## src/rtl/user_stream_pkg.sv

```systemverilog
// Shared types, constants and header field helpers for the seven-way stream splitter.
// Pure declarations: no latency, no flow control.
package user_stream_pkg;

    typedef enum logic [1:0] {
        HDR  = 2'd0,
        FWD  = 2'd1,
        DROP = 2'd2
    } state_t;

    localparam int                   NUM_OUT_PORTS = 7;
    localparam int                   DEST_BITS     = 3;
    localparam logic [DEST_BITS-1:0] DEST_INVALID  = 3'd7;

    // Widest header word the helpers handle; callers zero-extend into this.
    localparam int HDR_MAX_BITS = 64;

    function automatic logic [DEST_BITS-1:0] hdr_dest(input logic [HDR_MAX_BITS-1:0] hdr,
                                                      input int dest_lsb);
        return hdr[dest_lsb +: DEST_BITS];
    endfunction

    function automatic logic [HDR_MAX_BITS-1:0] hdr_len(input logic [HDR_MAX_BITS-1:0] hdr,
                                                        input int len_bits);
        return hdr & ((HDR_MAX_BITS'(1) << len_bits) - HDR_MAX_BITS'(1));
    endfunction

endpackage

```

## src/rtl/user_stream_splitter7_if.sv

```systemverilog
// Leaf-side stream bundle: one interface-to-user input, seven user-to-interface outputs.
// master = splitter side, slave = leaf interface / testbench side.
interface user_stream_splitter7_if #(
    parameter int PAYLOAD_BITS = 32
);
    logic [PAYLOAD_BITS-1:0] dout_leaf_interface2user_1;
    logic                    vld_interface2user_1;
    logic                    ack_user2interface_1;

    logic [PAYLOAD_BITS-1:0] din_leaf_user2interface_1;
    logic [PAYLOAD_BITS-1:0] din_leaf_user2interface_2;
    logic [PAYLOAD_BITS-1:0] din_leaf_user2interface_3;
    logic [PAYLOAD_BITS-1:0] din_leaf_user2interface_4;
    logic [PAYLOAD_BITS-1:0] din_leaf_user2interface_5;
    logic [PAYLOAD_BITS-1:0] din_leaf_user2interface_6;
    logic [PAYLOAD_BITS-1:0] din_leaf_user2interface_7;

    logic vld_user2interface_1, vld_user2interface_2, vld_user2interface_3, vld_user2interface_4;
    logic vld_user2interface_5, vld_user2interface_6, vld_user2interface_7;

    logic ack_interface2user_1, ack_interface2user_2, ack_interface2user_3, ack_interface2user_4;
    logic ack_interface2user_5, ack_interface2user_6, ack_interface2user_7;

    modport master (
        input  dout_leaf_interface2user_1, vld_interface2user_1,
        output ack_user2interface_1,
        output din_leaf_user2interface_1, din_leaf_user2interface_2, din_leaf_user2interface_3,
               din_leaf_user2interface_4, din_leaf_user2interface_5, din_leaf_user2interface_6,
               din_leaf_user2interface_7,
        output vld_user2interface_1, vld_user2interface_2, vld_user2interface_3,
               vld_user2interface_4, vld_user2interface_5, vld_user2interface_6,
               vld_user2interface_7,
        input  ack_interface2user_1, ack_interface2user_2, ack_interface2user_3,
               ack_interface2user_4, ack_interface2user_5, ack_interface2user_6,
               ack_interface2user_7
    );

    modport slave (
        output dout_leaf_interface2user_1, vld_interface2user_1,
        input  ack_user2interface_1,
        input  din_leaf_user2interface_1, din_leaf_user2interface_2, din_leaf_user2interface_3,
               din_leaf_user2interface_4, din_leaf_user2interface_5, din_leaf_user2interface_6,
               din_leaf_user2interface_7,
        input  vld_user2interface_1, vld_user2interface_2, vld_user2interface_3,
               vld_user2interface_4, vld_user2interface_5, vld_user2interface_6,
               vld_user2interface_7,
        output ack_interface2user_1, ack_interface2user_2, ack_interface2user_3,
               ack_interface2user_4, ack_interface2user_5, ack_interface2user_6,
               ack_interface2user_7
    );

endinterface

```

## src/rtl/out_reg_slice.sv

```systemverilog
// One-entry output register for a vld/ack stream; load wins over ack when both occur.
// Latency 1 cycle from load; holds data and vld until the consumer acks.
module out_reg_slice #(
    parameter int PAYLOAD_BITS = 32
) (
    input  logic                    clk_user,
    input  logic                    reset,
    input  logic                    load,
    input  logic [PAYLOAD_BITS-1:0] load_dat,
    input  logic                    ack,
    output logic                    vld,
    output logic [PAYLOAD_BITS-1:0] dat
);

    always_ff @(posedge clk_user) begin
        if (reset) begin
            vld <= 1'b0;
            dat <= '0;
        end else if (load) begin
            vld <= 1'b1;
            dat <= load_dat;
        end else if (ack) begin
            vld <= 1'b0;
        end
    end

endmodule

```

## src/rtl/user_stream_splitter7.sv

```systemverilog
// Routes each header-prefixed packet on the input stream to one of seven output streams.
// Payload latency 1 cycle; input ack follows the selected port's ack so stalls never drop words.
module user_stream_splitter7
    import user_stream_pkg::*;
#(
    parameter int PAYLOAD_BITS = 32,
    parameter int LEN_BITS     = 16,
    parameter int DEST_LSB     = 29,
    parameter int ERR_CNT_BITS = 16
) (
    input  logic                    clk_user,
    input  logic                    reset,
    user_stream_splitter7_if.master bus,
    output logic [ERR_CNT_BITS-1:0] drop_count,
    output logic                    busy
);

    state_t                    state;
    logic [DEST_BITS-1:0]      dest;
    logic [LEN_BITS-1:0]       remaining;

    logic [HDR_MAX_BITS-1:0]   hdr_ext;
    logic [DEST_BITS-1:0]      hdr_dst;
    logic [LEN_BITS-1:0]       hdr_ln;

    logic [NUM_OUT_PORTS-1:0]  sel_oh;
    logic [NUM_OUT_PORTS-1:0]  out_vld;
    logic [NUM_OUT_PORTS-1:0]  out_ack;
    logic [NUM_OUT_PORTS-1:0]  out_load;
    logic [PAYLOAD_BITS-1:0]   out_dat [NUM_OUT_PORTS];

    logic                      in_ack;
    logic                      in_xfer;

    assign hdr_ext = HDR_MAX_BITS'(bus.dout_leaf_interface2user_1);
    assign hdr_dst = hdr_dest(hdr_ext, DEST_LSB);
    assign hdr_ln  = LEN_BITS'(hdr_len(hdr_ext, LEN_BITS));

    // An invalid destination never reaches FWD, so an empty select is only a safety net.
    assign sel_oh = (dest == DEST_INVALID) ? '0 : (NUM_OUT_PORTS'(1) << dest);

    assign out_ack = {bus.ack_interface2user_7, bus.ack_interface2user_6,
                      bus.ack_interface2user_5, bus.ack_interface2user_4,
                      bus.ack_interface2user_3, bus.ack_interface2user_2,
                      bus.ack_interface2user_1};

    always_comb begin
        in_ack = 1'b0;
        if (!reset) begin
            case (state)
                HDR:     in_ack = 1'b1;
                DROP:    in_ack = 1'b1;
                FWD:     in_ack = |(sel_oh & (~out_vld | out_ack));
                default: in_ack = 1'b0;
            endcase
        end
    end

    assign bus.ack_user2interface_1 = in_ack;
    assign in_xfer  = bus.vld_interface2user_1 & in_ack;
    assign out_load = (state == FWD && in_xfer) ? sel_oh : '0;
    assign busy     = (state != HDR);

    always_ff @(posedge clk_user) begin
        if (reset) begin
            state      <= HDR;
            dest       <= '0;
            remaining  <= '0;
            drop_count <= '0;
        end else begin
            case (state)
                HDR: begin
                    if (in_xfer) begin
                        dest      <= hdr_dst;
                        remaining <= hdr_ln;
                        if (hdr_dst == DEST_INVALID && drop_count != '1) begin
                            drop_count <= drop_count + ERR_CNT_BITS'(1);
                        end
                        if (hdr_ln == '0) begin
                            state <= HDR;
                        end else if (hdr_dst == DEST_INVALID) begin
                            state <= DROP;
                        end else begin
                            state <= FWD;
                        end
                    end
                end
                FWD, DROP: begin
                    if (in_xfer) begin
                        remaining <= remaining - LEN_BITS'(1);
                        if (remaining == LEN_BITS'(1)) begin
                            state <= HDR;
                        end
                    end
                end
                default: state <= HDR;
            endcase
        end
    end

    for (genvar k = 0; k < NUM_OUT_PORTS; k++) begin : g_out
        out_reg_slice #(
            .PAYLOAD_BITS(PAYLOAD_BITS)
        ) u_slice (
            .clk_user (clk_user),
            .reset    (reset),
            .load     (out_load[k]),
            .load_dat (bus.dout_leaf_interface2user_1),
            .ack      (out_ack[k]),
            .vld      (out_vld[k]),
            .dat      (out_dat[k])
        );
    end

    assign bus.vld_user2interface_1 = out_vld[0];
    assign bus.vld_user2interface_2 = out_vld[1];
    assign bus.vld_user2interface_3 = out_vld[2];
    assign bus.vld_user2interface_4 = out_vld[3];
    assign bus.vld_user2interface_5 = out_vld[4];
    assign bus.vld_user2interface_6 = out_vld[5];
    assign bus.vld_user2interface_7 = out_vld[6];

    assign bus.din_leaf_user2interface_1 = out_dat[0];
    assign bus.din_leaf_user2interface_2 = out_dat[1];
    assign bus.din_leaf_user2interface_3 = out_dat[2];
    assign bus.din_leaf_user2interface_4 = out_dat[3];
    assign bus.din_leaf_user2interface_5 = out_dat[4];
    assign bus.din_leaf_user2interface_6 = out_dat[5];
    assign bus.din_leaf_user2interface_7 = out_dat[6];

endmodule

```

## src/flat_wrapper.sv

```systemverilog
// flat-port wrapper written by rule: the top's interface ports become plain ports
module user_stream_splitter7_flat import user_stream_pkg::*;
#(
    parameter int PAYLOAD_BITS = 32,
    parameter int LEN_BITS     = 16,
    parameter int DEST_LSB     = 29,
    parameter int ERR_CNT_BITS = 16
)
  (clk_user, reset, drop_count, busy, bus_dout_leaf_interface2user_1, bus_vld_interface2user_1, bus_ack_user2interface_1, bus_din_leaf_user2interface_1, bus_din_leaf_user2interface_2, bus_din_leaf_user2interface_3, bus_din_leaf_user2interface_4, bus_din_leaf_user2interface_5, bus_din_leaf_user2interface_6, bus_din_leaf_user2interface_7, bus_vld_user2interface_1, bus_vld_user2interface_2, bus_vld_user2interface_3, bus_vld_user2interface_4, bus_vld_user2interface_5, bus_vld_user2interface_6, bus_vld_user2interface_7, bus_ack_interface2user_1, bus_ack_interface2user_2, bus_ack_interface2user_3, bus_ack_interface2user_4, bus_ack_interface2user_5, bus_ack_interface2user_6, bus_ack_interface2user_7);
  user_stream_splitter7_if #(.PAYLOAD_BITS(PAYLOAD_BITS)) bus_i ();
  input  logic clk_user;
  input  logic reset;
  output logic [ERR_CNT_BITS-1:0] drop_count;
  output logic busy;
  input wire logic [$bits(bus_i.dout_leaf_interface2user_1)-1:0] bus_dout_leaf_interface2user_1;
  input wire logic [$bits(bus_i.vld_interface2user_1)-1:0] bus_vld_interface2user_1;
  output wire logic [$bits(bus_i.ack_user2interface_1)-1:0] bus_ack_user2interface_1;
  output wire logic [$bits(bus_i.din_leaf_user2interface_1)-1:0] bus_din_leaf_user2interface_1;
  output wire logic [$bits(bus_i.din_leaf_user2interface_2)-1:0] bus_din_leaf_user2interface_2;
  output wire logic [$bits(bus_i.din_leaf_user2interface_3)-1:0] bus_din_leaf_user2interface_3;
  output wire logic [$bits(bus_i.din_leaf_user2interface_4)-1:0] bus_din_leaf_user2interface_4;
  output wire logic [$bits(bus_i.din_leaf_user2interface_5)-1:0] bus_din_leaf_user2interface_5;
  output wire logic [$bits(bus_i.din_leaf_user2interface_6)-1:0] bus_din_leaf_user2interface_6;
  output wire logic [$bits(bus_i.din_leaf_user2interface_7)-1:0] bus_din_leaf_user2interface_7;
  output wire logic [$bits(bus_i.vld_user2interface_1)-1:0] bus_vld_user2interface_1;
  output wire logic [$bits(bus_i.vld_user2interface_2)-1:0] bus_vld_user2interface_2;
  output wire logic [$bits(bus_i.vld_user2interface_3)-1:0] bus_vld_user2interface_3;
  output wire logic [$bits(bus_i.vld_user2interface_4)-1:0] bus_vld_user2interface_4;
  output wire logic [$bits(bus_i.vld_user2interface_5)-1:0] bus_vld_user2interface_5;
  output wire logic [$bits(bus_i.vld_user2interface_6)-1:0] bus_vld_user2interface_6;
  output wire logic [$bits(bus_i.vld_user2interface_7)-1:0] bus_vld_user2interface_7;
  input wire logic [$bits(bus_i.ack_interface2user_1)-1:0] bus_ack_interface2user_1;
  input wire logic [$bits(bus_i.ack_interface2user_2)-1:0] bus_ack_interface2user_2;
  input wire logic [$bits(bus_i.ack_interface2user_3)-1:0] bus_ack_interface2user_3;
  input wire logic [$bits(bus_i.ack_interface2user_4)-1:0] bus_ack_interface2user_4;
  input wire logic [$bits(bus_i.ack_interface2user_5)-1:0] bus_ack_interface2user_5;
  input wire logic [$bits(bus_i.ack_interface2user_6)-1:0] bus_ack_interface2user_6;
  input wire logic [$bits(bus_i.ack_interface2user_7)-1:0] bus_ack_interface2user_7;
  assign bus_i.dout_leaf_interface2user_1 = bus_dout_leaf_interface2user_1;
  assign bus_i.vld_interface2user_1 = bus_vld_interface2user_1;
  assign bus_ack_user2interface_1 = bus_i.ack_user2interface_1;
  assign bus_din_leaf_user2interface_1 = bus_i.din_leaf_user2interface_1;
  assign bus_din_leaf_user2interface_2 = bus_i.din_leaf_user2interface_2;
  assign bus_din_leaf_user2interface_3 = bus_i.din_leaf_user2interface_3;
  assign bus_din_leaf_user2interface_4 = bus_i.din_leaf_user2interface_4;
  assign bus_din_leaf_user2interface_5 = bus_i.din_leaf_user2interface_5;
  assign bus_din_leaf_user2interface_6 = bus_i.din_leaf_user2interface_6;
  assign bus_din_leaf_user2interface_7 = bus_i.din_leaf_user2interface_7;
  assign bus_vld_user2interface_1 = bus_i.vld_user2interface_1;
  assign bus_vld_user2interface_2 = bus_i.vld_user2interface_2;
  assign bus_vld_user2interface_3 = bus_i.vld_user2interface_3;
  assign bus_vld_user2interface_4 = bus_i.vld_user2interface_4;
  assign bus_vld_user2interface_5 = bus_i.vld_user2interface_5;
  assign bus_vld_user2interface_6 = bus_i.vld_user2interface_6;
  assign bus_vld_user2interface_7 = bus_i.vld_user2interface_7;
  assign bus_i.ack_interface2user_1 = bus_ack_interface2user_1;
  assign bus_i.ack_interface2user_2 = bus_ack_interface2user_2;
  assign bus_i.ack_interface2user_3 = bus_ack_interface2user_3;
  assign bus_i.ack_interface2user_4 = bus_ack_interface2user_4;
  assign bus_i.ack_interface2user_5 = bus_ack_interface2user_5;
  assign bus_i.ack_interface2user_6 = bus_ack_interface2user_6;
  assign bus_i.ack_interface2user_7 = bus_ack_interface2user_7;
  user_stream_splitter7 #(.PAYLOAD_BITS(PAYLOAD_BITS), .LEN_BITS(LEN_BITS), .DEST_LSB(DEST_LSB), .ERR_CNT_BITS(ERR_CNT_BITS)) u_core (.clk_user(clk_user), .reset(reset), .bus(bus_i), .drop_count(drop_count), .busy(busy));
endmodule
```

## config.mk

```make
export PLATFORM = sky130hd
export DESIGN_NAME = user_stream_splitter7_flat
export DESIGN_NICKNAME = d
export VERILOG_FILES = /design/src/rtl/user_stream_pkg.sv /design/src/rtl/user_stream_splitter7_if.sv /design/src/rtl/out_reg_slice.sv /design/src/rtl/user_stream_splitter7.sv /design/src/flat_wrapper.sv
export SDC_FILE = /design/constraint.sdc
export NUM_CORES = 1
export LEC_CHECK = 0
export ABC_AREA = 1
export BUFFER_PORTS_ARGS = -buffer_cell sky130_fd_sc_hd__buf_2
export CAP_MARGIN = 20
export CORE_AREA = 2 2 147 149
export DETAILED_ROUTE_END_ITERATION = 8
export DIE_AREA = 0 0 149 151
export PLACE_DENSITY = 0.9
export SLEW_MARGIN = 20
export SYNTH_ARGS = -nofsm -noshare
export SYNTH_HDL_FRONTEND = slang
export SYNTH_SLANG_ARGS = --single-unit
export TNS_END_PERCENT = 100
```

## constraint.sdc

```tcl
create_clock -name clk_user -period 5.7 [get_ports clk_user]
set_input_delay 1.71 -clock clk_user [delete_from_list [all_inputs] [get_ports clk_user]]
set_output_delay 1.71 -clock clk_user [all_outputs]
set_load 0.03 [all_outputs]
```

==> metrics.yaml <==
criticalPathCategory: "in -> out"
drtAntennaViolNets: 0
vias_per_cell: 5.54
crit_slowest_cell: "nor2_1"
num_vias: 12200
pwr-share-clk: 0.350
synth_area_per_cell_um2: 6.82
fin_nets: 1965
stdcell_count: 2205
rows: 53
hold_violations: 0
grt_start_max_net_pins: 143
synth_cell_types: 24
die_h_um: 151
clockRootBuffer: "clkbuf_16"
netlist_instances: 1693
placed_area_um2: 13000
end_kind: "primary output"
p_per_area_nw_per_um2: 344
drcViolationCount: 0
port_buffers: 290
r2r-start: "u_core.dest[1]$_SDFFE_PP0P_"
track_usage: 0.315
min_from: "u_core.g_out[4].u_slice.dat[30]$_SDFFE_PP0P_"
critPathLaunchType: "input port"
area_delta_synth_final_pct: 19.9
grt_overflow: 0
crit_fanout: 15
wl_per_cell_um: 16.9
clock-sinks: 268
die_x_um: 149
postCtsResizedCells: 0
fmax_ghz: 0.218
pwr-share-comb: 0.227
drv_slew: 0
max-clock-path-buffers: 3
crit_buf_inv: 3
path_cells: "buf_2 -> nor2_1 -> a21boi_1 -> buf_4 -> buf_2"
slew_headroom: 0.293
place_ws_ns: 1.15
first_pass_iters: 6
drive_gt1_frac: 0.183
layout_setup_ws_ns: 1.12
setup_viol: 0
fp.coreArea_um2: 20800
ir_drop_mv: 0.178
cts_tree: "built"
placedCellCount: 2162
gp_congestion: 0.970
rsz0062_at_grt: "no"
utilization: 0.665
crit_family: "buffers and inverters"
drt-total-wl_um: 37300
status: "completed"
ys_seq_elements: 268
antenna_found_initial: 0
clk_pin_slew_worst_paths_ns: 0.06
synth_warnings: 0
leakage_nw: 6.51
final_area_um2: 13800
skew_ns: 0.0102
ys_seq_area_frac: 0.465
die-area_um2: 22500
final_common_cell: "nor2_1"
n_antenna_cell: 0
p_switching_mw: 1.54
hold_path_class: "reg -> reg"
cap_violations: 0
clock_latency_ns: 0.52
grt_pass1_wl_um: 56300
worstMarginPinSlew_ns: 1.06
internal_power_mw: 3.22
cts_setup_buffers: 0
fin_setup_tns_ns: 0
cts_max_level: 1
pwr-share-seq: 0.423
p_sw_frac: 0.324
finalCritPeriodShare: 0.804
synth_nets: 1742
ctsHoldBuffers: 0
cpMostUsedCell: "buf_2"
first_iter_violations: 1258
grt_pass1_vias: 10800
initial_core_util: 0.555
cp.required_ns: 3.99
worstSetupStartpoint: "reset"
crit_path_max_incr_delay_ns: 0.38
mappedNetlistArea_um2: 11500
hpwlAfterDp_um: 24500
arrival_ns: 2.87
final_cell_mix: "nor2_1 (508), nand2_1 (320), buf_2 (290)"
ios: 291
fin_hold_ws_ns: 0.475
cts_made_buffers: 26
period_minus_slack_ns: 4.58
p_total_mw: 4.77
power by group through the flow:
stage | combinational (mW) | sequential (mW) | clock [mW]
2_1_floorplan | 0.703 | 2.10 | 0
3_3_place_gp | 0.986 | 2.05 | 0
3_5_place_dp | 1.03 | 2.05 | 0
4_1_cts | 1.03 | 2.01 | 1.68
5_1_grt | 1.20 | 2.02 | 1.76
6_report | 1.08 | 2.02 | 1.67
cells in the mapped netlist:
cell        n  area [um2]
a21boi_1    1        7.51
a21oi_1    40         200
a31oi_1     3        18.8
buf_1      41         154
buf_2      31         155
buf_4      18         135
clkbuf_1   19        71.3
dfxtp_1   268        5370
ha_1        7        87.6
inv_1      93         349
nand2_1   320        1200
nand2_2     1        6.26
nand3_1   252        1260
nand3_2     1        10.0
nand4_1    23         144
nand4_4     1        21.3
nor2_1    508        1910
nor2_4     10         113
nor3_1     10        50.1
nor4_1      5        31.3
o21ai_0    26         130
o22ai_1     1        6.26
xnor2_1     5        43.8
xor2_1      9        78.8
cells by family (layout without fill, tap and decap cells):
logic type	count (synthesis)	after routing	share of synthesized area
compound gates	71	71	0.0314
xor+xnor	14	14	0.0106
buf+inv	202	439	0.0749
simple gates	1131	1131	0.411
fa+ha+maj	7	7	0.00758
flops	268	268	0.465
path summary, 6_finish.rpt:
check / end / slack, ns / cells after the start
max: bus_ack_user2interface_1 / 1.12 / 5
min: u_core.g_out[4].u_slice.dat[30]$_SDFFE_PP0P_ / 0.48 / 2
max reg2reg: u_core.g_out[5].u_slice.dat[26]$_SDFFE_PP0P_ / 2.57 / 13
min reg2reg: u_core.g_out[4].u_slice.dat[30]$_SDFFE_PP0P_ / 0.48 / 2
tightest hold or removal path: stages, from the launching register on:
cell     delay (ns)
dfxtp_1        0.32
nor2_1         0.04
nor2_1         0.08
cell type report:
cell class                      instances  area [um2]
Clock buffer                           38         767
Tap cell                              275         344
Multi-Input combinational cell       1223        5320
Timing Repair Buffer                  304        1650
Clock inverter                          4        47.5
Fill cell                            1753        6970
Inverter                               93         354
Sequential cell                       268        5370
per-layer routing:
metal	up-vias	global-route usage	routed length (um)
li1	5774	-	-
met1	5585	0.393	14200
met3	134	0.0563	3900
met2	715	0.521	17400
met4	0	0.164	1870
met5	-	0	0
flip-flops by register name, summed over array words and instances (netlist names):
name                      flops
u_core.dest                   3
u_core.drop_count            16
u_core.g_out.u_slice.dat    224
u_core.g_out.u_slice.vld      7
u_core.remaining             16
u_core.state                  2
Note: power is estimated with default switching activity, not from simulation.
